==> src/rtl/tsc_pkg.sv <==
// Shared definitions for the three-way sensor intersection: lamp codes driven
// by the controller and the loop debounce state encoding.
package tsc_pkg;

  localparam logic [2:0] LAMP_RED = 3'b100;
  localparam logic [2:0] LAMP_YEL = 3'b010;
  localparam logic [2:0] LAMP_GRN = 3'b001;

  typedef enum logic [1:0] {
    ABSENT,
    RISE_PEND,
    PRESENT,
    FALL_PEND
  } deb_state_t;

endpackage

==> src/rtl/sync_debounce.sv <==
// Two-flop synchroniser followed by a debounce FSM; rise/fall pulse on the
// edge at which the debounced presence changes.
module sync_debounce
  import tsc_pkg::*;
#(
  parameter int unsigned DEB_CYCLES = 4
) (
  input  logic clk,
  input  logic rst,
  input  logic din,
  output logic dout,
  output logic rise,
  output logic fall
);

  localparam logic [7:0] DEB_LAST = 8'(DEB_CYCLES - 1);

  logic       r_s1;
  logic       r_s2;
  deb_state_t r_state;
  deb_state_t w_state_next;
  logic [7:0] r_cnt;
  logic [7:0] w_cnt_next;

  always_ff @(posedge clk) begin
    if (rst) begin
      r_s1    <= 1'b0;
      r_s2    <= 1'b0;
      r_state <= ABSENT;
      r_cnt   <= 8'd0;
    end else begin
      r_s1    <= din;
      r_s2    <= r_s1;
      r_state <= w_state_next;
      r_cnt   <= w_cnt_next;
    end
  end

  // r_cnt holds the number of agreeing samples already taken in a PEND state.
  always_comb begin
    w_state_next = r_state;
    w_cnt_next   = r_cnt;
    rise         = 1'b0;
    fall         = 1'b0;
    unique case (r_state)
      ABSENT: begin
        if (r_s2) begin
          if (DEB_CYCLES == 1) begin
            w_state_next = PRESENT;
            rise         = 1'b1;
          end else begin
            w_state_next = RISE_PEND;
            w_cnt_next   = 8'd1;
          end
        end
      end
      RISE_PEND: begin
        if (!r_s2) begin
          w_state_next = ABSENT;
          w_cnt_next   = 8'd0;
        end else if (r_cnt == DEB_LAST) begin
          w_state_next = PRESENT;
          w_cnt_next   = 8'd0;
          rise         = 1'b1;
        end else begin
          w_cnt_next = r_cnt + 8'd1;
        end
      end
      PRESENT: begin
        if (!r_s2) begin
          if (DEB_CYCLES == 1) begin
            w_state_next = ABSENT;
            fall         = 1'b1;
          end else begin
            w_state_next = FALL_PEND;
            w_cnt_next   = 8'd1;
          end
        end
      end
      FALL_PEND: begin
        if (r_s2) begin
          w_state_next = PRESENT;
          w_cnt_next   = 8'd0;
        end else if (r_cnt == DEB_LAST) begin
          w_state_next = ABSENT;
          w_cnt_next   = 8'd0;
          fall         = 1'b1;
        end else begin
          w_cnt_next = r_cnt + 8'd1;
        end
      end
      default: begin
        w_state_next = ABSENT;
        w_cnt_next   = 8'd0;
      end
    endcase
  end

  assign dout = (r_state == PRESENT) || (r_state == FALL_PEND);

endmodule

==> src/rtl/side_road_detector.sv <==
// Side-road loop front end: debounced presence, latched SENSOR call request,
// saturating vehicle count and stuck-loop fault with fail-safe recall.
module side_road_detector
  import tsc_pkg::*;
#(
  parameter int unsigned DEB_CYCLES   = 4,
  parameter int unsigned STUCK_CYCLES = 60
) (
  input  logic       clk,
  input  logic       rst,
  input  logic       loop_raw,
  input  logic [2:0] SR,
  output logic       SENSOR,
  output logic       presence,
  output logic [7:0] vehicle_count,
  output logic       fault
);

  localparam logic [15:0] STUCK_MAX  = 16'(STUCK_CYCLES);
  localparam logic [15:0] STUCK_LAST = 16'(STUCK_CYCLES - 1);

  logic        w_presence;
  logic        w_rise;
  logic        w_fall;
  logic        w_green;
  logic        w_red;
  logic        r_sensor;
  logic [7:0]  r_count;
  logic [15:0] r_stuck;
  logic        r_fault;

  sync_debounce #(
    .DEB_CYCLES(DEB_CYCLES)
  ) u_sync_debounce (
    .clk (clk),
    .rst (rst),
    .din (loop_raw),
    .dout(w_presence),
    .rise(w_rise),
    .fall(w_fall)
  );

  // Anything that is neither green nor yellow (including non-one-hot codes) is red.
  assign w_green = (SR == LAMP_GRN);
  assign w_red   = (SR == LAMP_RED) || !((SR == LAMP_GRN) || (SR == LAMP_YEL));

  always_ff @(posedge clk) begin
    if (rst) begin
      r_sensor <= 1'b0;
      r_count  <= 8'd0;
      r_stuck  <= 16'd0;
      r_fault  <= 1'b0;
    end else begin
      if (w_green) begin
        r_sensor <= 1'b0;
      end else if (r_fault) begin
        r_sensor <= 1'b1;
      end else if (w_red && w_presence) begin
        r_sensor <= 1'b1;
      end

      if (w_rise && (r_count != 8'hFF)) begin
        r_count <= r_count + 8'd1;
      end

      if (w_fall) begin
        r_stuck <= 16'd0;
        r_fault <= 1'b0;
      end else if (w_presence && (r_stuck != STUCK_MAX)) begin
        r_stuck <= r_stuck + 16'd1;
        if (r_stuck == STUCK_LAST) begin
          r_fault <= 1'b1;
        end
      end
    end
  end

  assign SENSOR        = r_sensor;
  assign presence      = w_presence;
  assign vehicle_count = r_count;
  assign fault         = r_fault;

endmodule

==> config.mk <==
export PLATFORM = sky130hd
export DESIGN_NAME = side_road_detector
export DESIGN_NICKNAME = d
export VERILOG_FILES = /design/src/rtl/tsc_pkg.sv /design/src/rtl/sync_debounce.sv /design/src/rtl/side_road_detector.sv
export SDC_FILE = /design/constraint.sdc
export NUM_CORES = 1
export LEC_CHECK = 0
export ABC_CLOCK_PERIOD_IN_PS = 2300
export BUFFER_PORTS_ARGS = -buffer_cell sky130_fd_sc_hd__buf_2
export CAP_MARGIN = 10
export CORE_MARGIN = 2
export CORE_UTILIZATION = 32
export DETAILED_ROUTE_END_ITERATION = 8
export GPL_TIMING_DRIVEN = 1
export PLACE_DENSITY = 0.58
export SLEW_MARGIN = 5
export SYNTH_ARGS = -nofsm -noshare
export SYNTH_HDL_FRONTEND = slang
export SYNTH_SLANG_ARGS = --single-unit
==> constraint.sdc <==
create_clock -name clk -period 2.3 [get_ports clk]
set_clock_uncertainty 0.15 [all_clocks]
set_input_delay 0.46 -clock clk [delete_from_list [all_inputs] [get_ports clk]]
set_output_delay 0.46 -clock clk [all_outputs]
set_load 0.005 [all_outputs]
==> flow_metrics.env <==
export IMPL_outcome="completed"
export IMPL_placed_cell_area_mm2=0.002171
export IMPL_grt_antenna_before_repair=0
export IMPL_synthTopCellsByCount="dfxtp_1, nor2_1, a21oi_1, nand2_1"
export IMPL_final_cell_area_mm2=0.002266
export IMPL_yosysMostFrequentCell="dfxtp_1"
export IMPL_synth_area_top_cells="dfxtp_1, a21oi_1, xnor2_1"
export IMPL_fin_crit_sh_pct=92.69
export IMPL_drive_above_1_share_pct=21.60
export IMPL_yosys_warnings=0
export IMPL_drcViolationCount=0
export IMPL_gp_congestion=0.7886
export IMPL_syn_area_mm2=0.001948
export IMPL_cts_tree="yes"
export IMPL_drtAntennaViolNets=0
export IMPL_area_growth_pct=16.31
export IMPL_start_util_pct=33.10
export IMPL_yosysTopAreaCell="dfxtp_1"
export IMPL_min_period_ns=2.132
export IMPL_syn_num_nets=233
export IMPL_worstHoldStart="loop_raw"
export IMPL_synth_edf_count=0
export IMPL_arrival_ns=2.14
export IMPL_worstPathCellList="or4_4 > o41ai_4 > buf_4 > mux2i_1 > nor2_2"
export IMPL_post_cts_buffers=0
export IMPL_grt_pass1_wl_um=6817
export IMPL_crit_required_ns=2.31
export IMPL_pre_cts_ws_ns=0.1945
export IMPL_via_per_inst=5.142
export IMPL_crit_type="flop to flop"
export IMPL_grt_pass1_vias=1528
export IMPL_yosysSeqAreaShare_pct=39.05
export IMPL_ctsHoldBuffers=0
export IMPL_nFillCells=624
export IMPL_finalSetupTns_ns=0
export IMPL_path_max_fanout=6
export IMPL_ioPinCount=17
export IMPL_cts_buffers=5
export IMPL_row_count=28
export IMPL_hold_viol_final=0
export IMPL_post_drt_wl_per_cell_um=12.58
export IMPL_cp_num_buf_inv=1
export IMPL_grt_max_degree=18
export IMPL_cts_root_buffer="clkbuf_8"
export IMPL_portBuffers=16
export IMPL_cpPeakStageDelay_ns=0.58
export IMPL_yosysTopAreaCellShare_pct=39.05
export IMPL_nets=259
export IMPL_setup_ws_ns=0.1682
export IMPL_start_kind="flop"
export IMPL_holdPathEnd="u_sync_debounce.r_s1"
export IMPL_reg2reg_from="r_stuck[6]"
export IMPL_ir_worst_vdd_uv=367.0
export IMPL_grt_use_total_pct=12.99
export IMPL_path_clk_slew_ns=0.08
export IMPL_drt_iter0_drc=68
export IMPL_diodes=0
export IMPL_routed_wl_um=4090
export IMPL_vias=1671
export IMPL_core_mm2=0.005886
export IMPL_holdPathStages=2
export IMPL_avgSynthCellArea_um2=8.736
export IMPL_slew_headroom_pct=55.49
export IMPL_synth_flop_cell="dfxtp_1"
export IMPL_htree_levels=2
export IMPL_power_density_mw_per_mm2=525.1
export IMPL_clk_latency_ns=0.29
export IMPL_min_path_type="primary input to flop"
export IMPL_cts_path_max_buffers=2
export IMPL_die_h_um=82.03
export IMPL_critPathSlowestCell="or4_4"
export IMPL_leakage_nw=0.7936
export IMPL_fmax_mhz=469.1
export IMPL_rsz0062_at_grt="no"
export IMPL_ys_async_sr_fraction_pct=0
export IMPL_cpLargestDelayFamily="simple AND/OR/NAND/NOR gates"
export IMPL_clkSinkCount=38
export IMPL_final_max_slew_viol_count=0
export IMPL_yosysUniqueCellTypes=49
export IMPL_worst_pin_slew_ns=0.6661
export IMPL_endpoint_kind="flop"
export IMPL_setup_violations_final=0
export IMPL_syn_instance_count=223
export IMPL_rrSetupSlack_ns=0.17
export IMPL_overflow=0
export IMPL_first_pass_iters=4
export IMPL_r2r_cells=5
export IMPL_r2r_end="r_stuck[1]"
export IMPL_hpwl_um=2922
export IMPL_finish_utilization_pct=38.50
export IMPL_synth_seq_cells=38
export IMPL_cap_violations=0
export IMPL_die_area_mm2=0.006728
export IMPL_die_width_um=82.03
export IMPL_cts_resized=0
## through the flow
stage                     cells  total power [mW]  hold WS [ns]
final                       325             1.190        0.2250
after global routing        325             1.226        0.2441
after CTS                   325             1.199        0.2231
after detailed placement    317            0.7127        0.2813
after global placement      317            0.7125        0.2822
after floorplan             223            0.6987        0.2638
## cell usage in the layout (no fill, tap or decap), types with 5 or more instances in the layout
cell and instances:
a21oi_1 16, buf_4 14, nand2_1 14, or4_1 5, dfxtp_1 38, nor4_1 6
clkbuf_8 6, nor2_1 18, nor3_1 9, nand4_1 7, o31ai_1 6, nand3_1 10
xnor2_1 9, inv_1 10, o21ai_0 6, buf_2 16
## layout make-up
type / instances / area [um2] / share of cell area [%]
clock inverters: 2 / 12.51 / 0.5522
flip-flops and latches: 38 / 760.7 / 33.57
inverters: 10 / 37.54 / 1.657
repair buffers: 30 / 185.2 / 8.172
well taps: 75 / 93.84 / 4.141
multi-input cells: 164 / 1094 / 48.26
clock buffers: 6 / 82.58 / 3.644
## metal layers
metal,GRT usage (%),up-vias,share of wire (%)
met5,0,-,0
met4,4.833,0,1.5
met3,3.407,6,2.7
met2,20.33,17,46
met1,17.11,771,50
li1,-,877,-
## state kept, by name, summed over array words and instances, names as in the netlist, named ones only
| register | cells |
|---|---|
| SENSOR | 1 |
| vehicle_count | 8 |
| fault | 1 |
| r_stuck | 16 |
| u_sync_debounce.r_cnt | 8 |
| u_sync_debounce.r_s1 | 1 |
| u_sync_debounce.r_s2 | 1 |
| u_sync_debounce.r_state | 1 |
## where the power goes
part / switching (mW) / leakage, nW / internal [mW]
clock: 0.252 / 0.0472 / 0.241
combinational: 0.0204 / 0.440 / 0.0126
sequential: 0.00331 / 0.307 / 0.660
## worst max-delay path by stage
stage	startpoint	endpoint	slack [ns]	cells after the start
detailed placement	r_stuck[6]	r_stuck[1]	0.19	5
floorplan	r_stuck[11]	r_stuck[1]	0.36	5
global route	r_stuck[6]	r_stuck[1]	0.03	5
CTS	r_stuck[6]	r_stuck[1]	0.16	5
global placement	r_stuck[10]	r_stuck[1]	0.22	5
finish	r_stuck[6]	r_stuck[1]	0.17	5
## cells by family (layout without fill, tap and decap cells)
family / Yosys count / in the layout / synth area share, %
xor+xnor: 13 / 13 / 5.845
simple gates: 99 / 99 / 30.12
flops: 38 / 38 / 39.05
fa+ha+maj: 4 / 4 / 2.569
compound gates: 43 / 43 / 14.97
mux: 5 / 5 / 2.633
buf+inv: 21 / 48 / 4.817
Note: power is estimated with default switching activity, not from simulation.
